`config.mk`:
```
export PLATFORM = sky130hd
export DESIGN_NAME = spi_slave_byte_flat
export DESIGN_NICKNAME = d
export VERILOG_FILES = /design/src/rtl/spi_slave_byte_if.sv /design/src/rtl/spi_slave_byte.sv /design/src/flat_wrapper.sv
export SDC_FILE = /design/constraint.sdc
export NUM_CORES = 1
export LEC_CHECK = 0
export ABC_AREA = 1
export CORE_MARGIN = 8
export CORE_UTILIZATION = 30
export DETAILED_ROUTE_END_ITERATION = 8
export HOLD_SLACK_MARGIN = 0.02
export PLACE_DENSITY = 0.49
export SLEW_MARGIN = 25
export SYNTH_ARGS = -nofsm -noshare
export SYNTH_HDL_FRONTEND = slang
export SYNTH_SLANG_ARGS = --single-unit
```
`constraint.sdc`:
```
create_clock -name hclk -period 4.8 [get_ports hclk]
set_input_delay 0.96 -clock hclk [delete_from_list [all_inputs] [get_ports hclk]]
set_output_delay 0.96 -clock hclk [all_outputs]
set_load 0.01 [all_outputs]
```
`src/rtl/spi_slave_byte_if.sv`:
```
// SPI pin and local byte-handshake signals of spi_slave_byte.
// Defining SPI_SLV_OVR_CNT_EN adds the ovr_cnt_o overrun counter.
interface spi_slave_byte_if;
    logic       spi_clk_i;
    logic       spi_nss_i;
    logic       spi_mosi_i;
    logic       spi_miso_o;
    logic       spi_miso_oe_o;
    logic       cfg_cpol_i;
    logic       cfg_cpha_i;
    logic [7:0] tx_data_i;
    logic       tx_valid_i;
    logic       tx_ready_o;
    logic [7:0] rx_data_o;
    logic       rx_valid_o;
    logic       rx_ready_i;
    logic       ovr_o;
    logic       ovr_clr_i;
    logic       busy_o;
`ifdef SPI_SLV_OVR_CNT_EN
    logic [7:0] ovr_cnt_o;
`endif

    modport slave (
        input  spi_clk_i, spi_nss_i, spi_mosi_i, cfg_cpol_i, cfg_cpha_i,
        input  tx_data_i, tx_valid_i, rx_ready_i, ovr_clr_i,
        output spi_miso_o, spi_miso_oe_o, tx_ready_o, rx_data_o, rx_valid_o,
        output ovr_o, busy_o
`ifdef SPI_SLV_OVR_CNT_EN
        , output ovr_cnt_o
`endif
    );

    modport master (
        output spi_clk_i, spi_nss_i, spi_mosi_i, cfg_cpol_i, cfg_cpha_i,
        output tx_data_i, tx_valid_i, rx_ready_i, ovr_clr_i,
        input  spi_miso_o, spi_miso_oe_o, tx_ready_o, rx_data_o, rx_valid_o,
        input  ovr_o, busy_o
`ifdef SPI_SLV_OVR_CNT_EN
        , input ovr_cnt_o
`endif
    );
endinterface

```
`src/rtl/spi_slave_byte.sv`:
```
// Byte-oriented SPI slave, all four CPOL/CPHA modes, MSB first, oversampled in hclk.
// Defining SPI_SLV_OVR_CNT_EN adds a saturating overrun counter (ovr_cnt_o).
module spi_slave_byte #(
    parameter logic [7:0] TX_IDLE     = 8'hFF,
    parameter int         SYNC_STAGES = 2
) (
    input  logic            hclk,
    input  logic            hreset,
    spi_slave_byte_if.slave bus
);
    typedef enum logic {IDLE, SEL} state_t;
    state_t state, state_nxt;

    logic [SYNC_STAGES-1:0] sclk_sync, nss_sync, mosi_sync;
    logic       sclk_s, nss_s, mosi_s, sclk_q, nss_q;
    logic       nss_fall, nss_rise, lead, trail, sample, shift, byte_done, overrun;
    logic       load_tx, leave;
    logic [7:0] tx_shift, tx_next, rx_data;
    logic [6:0] rx_shift;
    logic [2:0] bit_cnt;
    logic       reload_pend, miso, miso_oe, rx_valid, ovr;

    // sclk is folded with cpol before syncing: idle reads 0, so lead = rise, trail = fall
    always_ff @(posedge hclk or posedge hreset) begin
        if (hreset) begin
            sclk_sync <= '0;
            nss_sync  <= '1;
            mosi_sync <= '0;
            sclk_q    <= 1'b0;
            nss_q     <= 1'b1;
        end else begin
            sclk_sync <= {sclk_sync[SYNC_STAGES-2:0], bus.spi_clk_i ^ bus.cfg_cpol_i};
            nss_sync  <= {nss_sync[SYNC_STAGES-2:0], bus.spi_nss_i};
            mosi_sync <= {mosi_sync[SYNC_STAGES-2:0], bus.spi_mosi_i};
            sclk_q    <= sclk_s;
            nss_q     <= nss_s;
        end
    end

    assign sclk_s    = sclk_sync[SYNC_STAGES-1];
    assign nss_s     = nss_sync[SYNC_STAGES-1];
    assign mosi_s    = mosi_sync[SYNC_STAGES-1];
    assign nss_fall  = ~nss_s & nss_q;
    assign nss_rise  = nss_s & ~nss_q;
    assign lead      = ~nss_s & sclk_s & ~sclk_q;
    assign trail     = ~nss_s & ~sclk_s & sclk_q;
    assign sample    = (state == SEL) & (bus.cfg_cpha_i ? trail : lead);
    assign shift     = (state == SEL) & (bus.cfg_cpha_i ? lead : trail);
    assign byte_done = sample & (bit_cnt == 3'd7);
    assign overrun   = byte_done & rx_valid & ~bus.rx_ready_i;
    assign tx_next   = bus.tx_valid_i ? bus.tx_data_i : TX_IDLE;

    always_ff @(posedge hclk or posedge hreset) begin
        if (hreset) state <= IDLE;
        else        state <= state_nxt;
    end

    always_comb begin
        state_nxt = state;
        load_tx   = 1'b0;
        leave     = 1'b0;
        case (state)
            IDLE: if (nss_fall) begin
                state_nxt = SEL;
                load_tx   = 1'b1;
            end
            SEL: if (nss_rise) begin
                state_nxt = IDLE;
                leave     = 1'b1;
            end else if (bus.cfg_cpha_i ? byte_done : (shift & reload_pend)) begin
                load_tx = 1'b1;
            end
            default: state_nxt = IDLE;
        endcase
    end

    always_ff @(posedge hclk or posedge hreset) begin
        if (hreset) begin
            tx_shift    <= '0;
            rx_shift    <= '0;
            bit_cnt     <= '0;
            reload_pend <= 1'b0;
            miso        <= 1'b0;
            miso_oe     <= 1'b0;
        end else if (leave) begin
            bit_cnt     <= '0;
            reload_pend <= 1'b0;
            miso        <= 1'b0;
            miso_oe     <= 1'b0;
        end else begin
            if (state == IDLE && load_tx) begin
                bit_cnt <= '0;
                miso_oe <= 1'b1;
            end
            if (sample) begin
                rx_shift <= {rx_shift[5:0], mosi_s};
                bit_cnt  <= bit_cnt + 3'd1;
                if (!bus.cfg_cpha_i && bit_cnt == 3'd7) reload_pend <= 1'b1;
            end
            // CPHA=1 reloads on the 8th sample but waits for the next lead to drive bit7
            if (load_tx) begin
                tx_shift    <= tx_next;
                reload_pend <= 1'b0;
                if (state == IDLE || !bus.cfg_cpha_i) miso <= tx_next[7];
            end else if (shift) begin
                miso     <= bus.cfg_cpha_i ? tx_shift[7] : tx_shift[6];
                tx_shift <= {tx_shift[6:0], 1'b0};
            end
        end
    end

    always_ff @(posedge hclk or posedge hreset) begin
        if (hreset) begin
            rx_data  <= '0;
            rx_valid <= 1'b0;
            ovr      <= 1'b0;
        end else begin
            if (byte_done) begin
                rx_data  <= {rx_shift, mosi_s};
                rx_valid <= 1'b1;
            end else if (rx_valid && bus.rx_ready_i) begin
                rx_valid <= 1'b0;
            end
            if (overrun)            ovr <= 1'b1;
            else if (bus.ovr_clr_i) ovr <= 1'b0;
        end
    end

`ifdef SPI_SLV_OVR_CNT_EN
    logic [7:0] ovr_cnt;
    always_ff @(posedge hclk or posedge hreset) begin
        if (hreset)                         ovr_cnt <= '0;
        else if (bus.ovr_clr_i)             ovr_cnt <= {7'd0, overrun};
        else if (overrun && ovr_cnt != '1)  ovr_cnt <= ovr_cnt + 8'd1;
    end
    assign bus.ovr_cnt_o = ovr_cnt;
`endif

    assign bus.spi_miso_o    = miso;
    assign bus.spi_miso_oe_o = miso_oe;
    assign bus.tx_ready_o    = load_tx & bus.tx_valid_i;
    assign bus.rx_data_o     = rx_data;
    assign bus.rx_valid_o    = rx_valid;
    assign bus.ovr_o         = ovr;
    assign bus.busy_o        = (state == SEL) && (bit_cnt != 3'd0);
endmodule
```
`src/flat_wrapper.sv`:
```
// flat-port wrapper written by rule: the top's interface ports become plain ports
module spi_slave_byte_flat 
#(
    parameter logic [7:0] TX_IDLE     = 8'hFF,
    parameter int         SYNC_STAGES = 2
)
  (hclk, hreset, bus_spi_clk_i, bus_spi_nss_i, bus_spi_mosi_i, bus_cfg_cpol_i, bus_cfg_cpha_i, bus_tx_data_i, bus_tx_valid_i, bus_rx_ready_i, bus_ovr_clr_i, bus_spi_miso_o, bus_spi_miso_oe_o, bus_tx_ready_o, bus_rx_data_o, bus_rx_valid_o, bus_ovr_o, bus_busy_o);
  spi_slave_byte_if bus_i ();
  input  logic hclk;
  input  logic hreset;
  input wire logic [$bits(bus_i.spi_clk_i)-1:0] bus_spi_clk_i;
  input wire logic [$bits(bus_i.spi_nss_i)-1:0] bus_spi_nss_i;
  input wire logic [$bits(bus_i.spi_mosi_i)-1:0] bus_spi_mosi_i;
  input wire logic [$bits(bus_i.cfg_cpol_i)-1:0] bus_cfg_cpol_i;
  input wire logic [$bits(bus_i.cfg_cpha_i)-1:0] bus_cfg_cpha_i;
  input wire logic [$bits(bus_i.tx_data_i)-1:0] bus_tx_data_i;
  input wire logic [$bits(bus_i.tx_valid_i)-1:0] bus_tx_valid_i;
  input wire logic [$bits(bus_i.rx_ready_i)-1:0] bus_rx_ready_i;
  input wire logic [$bits(bus_i.ovr_clr_i)-1:0] bus_ovr_clr_i;
  output wire logic [$bits(bus_i.spi_miso_o)-1:0] bus_spi_miso_o;
  output wire logic [$bits(bus_i.spi_miso_oe_o)-1:0] bus_spi_miso_oe_o;
  output wire logic [$bits(bus_i.tx_ready_o)-1:0] bus_tx_ready_o;
  output wire logic [$bits(bus_i.rx_data_o)-1:0] bus_rx_data_o;
  output wire logic [$bits(bus_i.rx_valid_o)-1:0] bus_rx_valid_o;
  output wire logic [$bits(bus_i.ovr_o)-1:0] bus_ovr_o;
  output wire logic [$bits(bus_i.busy_o)-1:0] bus_busy_o;
  assign bus_i.spi_clk_i = bus_spi_clk_i;
  assign bus_i.spi_nss_i = bus_spi_nss_i;
  assign bus_i.spi_mosi_i = bus_spi_mosi_i;
  assign bus_i.cfg_cpol_i = bus_cfg_cpol_i;
  assign bus_i.cfg_cpha_i = bus_cfg_cpha_i;
  assign bus_i.tx_data_i = bus_tx_data_i;
  assign bus_i.tx_valid_i = bus_tx_valid_i;
  assign bus_i.rx_ready_i = bus_rx_ready_i;
  assign bus_i.ovr_clr_i = bus_ovr_clr_i;
  assign bus_spi_miso_o = bus_i.spi_miso_o;
  assign bus_spi_miso_oe_o = bus_i.spi_miso_oe_o;
  assign bus_tx_ready_o = bus_i.tx_ready_o;
  assign bus_rx_data_o = bus_i.rx_data_o;
  assign bus_rx_valid_o = bus_i.rx_valid_o;
  assign bus_ovr_o = bus_i.ovr_o;
  assign bus_busy_o = bus_i.busy_o;
  spi_slave_byte #(.TX_IDLE(TX_IDLE), .SYNC_STAGES(SYNC_STAGES)) u_core (.hclk(hclk), .hreset(hreset), .bus(bus_i));
endmodule
```
==> impl_metrics.yaml <==
critical_path:
  cp_max_fo: 7
  required_ns: 3.84
  worstPathArrival_ns: 2.78
  end_kind: "primary output"
  ff2ff_path_depth: 10
  r2r_end: "u_core.tx_shift[1]$_DFFE_PP0P_"
  r2r-start: "u_core.bit_cnt[0]$_DFFE_PP0P_"
  critical_path_class: "in -> out"
  regToRegSetupSlack_ns: 2.97
  crit_path_start_kind: "input pin"
clocking:
  post_cts_buffers: 0
  ctsLongestPathBuffers: 2
  clk_latency_ns: 0.29
  ctsResizeCount: 0
  cts.hold.buffers_added: 0
  clock_tree.root_cell: "clkbuf_8"
  ctsHtreeMaxLevel: 2
  cts_tree: "yes"
  clk_pin_slew_ns: 0.08
  cts_sinks: 40
  cts_buffers: 5
floorplan:
  ios: 32
  start_util: 0.305
  core_area_sq_um: 5820
  chipHeight_um: 92.9
  die_x_um: 92.9
  rows: 28
  die_area_sq_um: 8630
flow_run:
  max_cap_viol_count: 0
timing:
  setup_tns_ns: 0
  final_max_slew_viol_count: 0
  setup_viol: 0
  period_share: 0.779
  max_freq_mhz: 268
  worstMarginPinSlew_ns: 0.506
  slew_headroom: 0.663
  hold_viol: 0
  min_period_ns: 3.74
  clock_skew_ns: 0.00696
  rsz0062_at_grt: "no"
cells_and_area:
  finalNetCount: 251
  syn2layout_area_growth_pct: 28.2
  diodes: 0
  layout-drive-gt1-share: 0.139
  final_util: 0.391
  stdcell_count: 306
placed_design:
  placed_cells: 298
  numPortBuffers: 31
  gp_congestion: 0.834
  dp_hpwl_um: 2490
yosys:
  ys_async_sr_fraction: 1.00
  synth_area_per_cell_sq_um: 9.19
  synth.yosys.warnings: 0
  syn_inst: 193
  synth_most_common_cell: "nand2_1"
  synth_seq_cells: 40
  synthTopCellsByCount: "nand2_1, dfrtp_1, inv_1"
  synthDistinctLibCells: 24
  yosysTopAreaCell: "dfrtp_1"
  synth_edf_count: 0
  netlist_area_sq_um: 1770
  synth.top_cell.area_share: 0.522
  syn_nets: 214
  synth_flop_cell: "dfrtp_1"
  synth.yosys.seq_area_share: 0.567
  synthTopCellsByArea: "dfrtp_1, nand2_1, o21ai_0, inv_1, dfstp_2"
global_routing:
  antenna_found_initial: 0
  grt_max_degree: 41
  globalRouteOverflowTotal: 0
  grt_pass1_vias: 1350
  grt_pass1_wl_um: 6100
  grt_use_total: 0.0890
route:
  first_pass_iters: 4
  drtIter0Drc: 81
  drt-total-wl_um: 3420
  drc: 0
  wl_per_cell_um: 11.2
  viasPerCell: 4.18
  final_antenna_net_count: 0
  vias: 1280
power_and_ir_drop:
  comb_power_share: 0.198
  p_sw_frac: 0.287
  switchingPower_w: 0.000251
  peakVddDrop_v: 0.000152
  pwr-share-seq: 0.492
  p_per_area_nw_per_um2: 385
  intPower_w: 0.000624
  p_leak_nw: 1.11
  power_w: 0.000876
  clockPowerShare: 0.310
hold_path:
  min_to: "u_core.sclk_sync[1]$_DFF_PP0_"
  min-delay-start: "u_core.sclk_sync[0]$_DFF_PP0_"
  min_path_cells: 0
  hold_class: "reg -> reg"
run_status:
  status: "completed"
-- layer usage --
layer,vias to the layer above,track usage,part of all wire
li1,673,-,-
met1,576,0.106,0.45
met2,26,0.135,0.48
met3,5,0.0283,0.050
met4,0,0.0577,0.024
met5,-,0,0
-- stage by stage --
| stage | setup WS, ns | hold WS [ns] | instance area, sq um |
|---|---|---|---|
| 2_1_floorplan | 2.33 | 0.331 | 1770 |
| 3_3_place_gp | 1.11 | 0.332 | 2160 |
| 5_1_grt | 0.947 | 0.361 | 2270 |
| 3_5_place_dp | 1.06 | 0.336 | 2160 |
| 6_report | 1.06 | 0.355 | 2270 |
| 4_1_cts | 1.06 | 0.355 | 2270 |
-- cells in the final DEF, fill, tap and decap left out, types with 3 or more instances in the layout --
cell	netlist	final
a21oi_1	3	3
clkbuf_8	0	5
clkdlybuf4s50_1	0	31
dfrtp_1	37	37
dfstp_2	3	3
ha_1	3	3
inv_1	30	30
nand2_1	54	54
nand2_2	4	4
nand3_1	5	5
nor2_1	3	3
o21ai_0	27	27
o21ai_2	7	7
-- sequential cells by signal, indices dropped and copies added (netlist names), 2 cells and up --
name	cells
u_core.bit_cnt	3
u_core.mosi_sync	2
u_core.rx_shift	7
u_core.bus.rx_data_o	8
u_core.tx_shift	8
u_core.sclk_sync	2
u_core.nss_sync	2
-- worst max-delay path, stage by stage --
cell and delay, ns:
clkdlybuf4s50_1 0.59, inv_1 0.14, o31ai_1 0.09, nand2_1 0.13, nand2_2 0.15, nand2_2 0.12
inv_1 0.07, clkdlybuf4s50_1 0.53
-- kinds of logic (layout without fill, tap and decap cells) --
logic type / Yosys count / in the layout / share of synthesized area
AND/OR/NAND/NOR: 72 / 72 / 0.182
AO/OA/AOI/OAI: 40 / 40 / 0.135
flip-flops: 40 / 40 / 0.567
buffers and inverters: 37 / 75 / 0.0903
adder cells (fa/ha/maj): 3 / 3 / 0.0212
XOR/XNOR: 1 / 1 / 0.00494
-- area by class of cell --
| cell class | count | area [sq um] |
|---|---|---|
| fillers | 610 | 3540 |
| flip-flops and latches | 40 | 1000 |
| multi-input cells | 116 | 608 |
| repair buffers | 32 | 318 |
| inverters | 35 | 136 |
| well taps | 75 | 93.8 |
| clock buffers | 5 | 68.8 |
| clock inverters | 3 | 42.5 |
-- power groups by stage --
stage / logic [W] / clock network (W) / registers, W
after CTS: 0.000178 / 0.000285 / 0.000431
final: 0.000173 / 0.000271 / 0.000431
after global routing: 0.000206 / 0.000300 / 0.000439
after global placement: 0.000175 / 0 / 0.000436
after detailed placement: 0.000177 / 0 / 0.000438
after floorplan: 0.000112 / 0 / 0.000434
-- worst max-delay path by stage --
stage / slack [ns] / end / from
final: 1.06 / bus_tx_ready_o / bus_cfg_cpha_i
after global routing: 0.95 / bus_tx_ready_o / bus_cfg_cpha_i
after CTS: 1.06 / bus_tx_ready_o / bus_cfg_cpha_i
after detailed placement: 1.06 / bus_tx_ready_o / bus_cfg_cpha_i
after global placement: 1.11 / bus_tx_ready_o / bus_cfg_cpha_i
after floorplan: 2.33 / bus_tx_ready_o / bus_cfg_cpha_i
No activity file was read; power rests on OpenSTA's default activity.
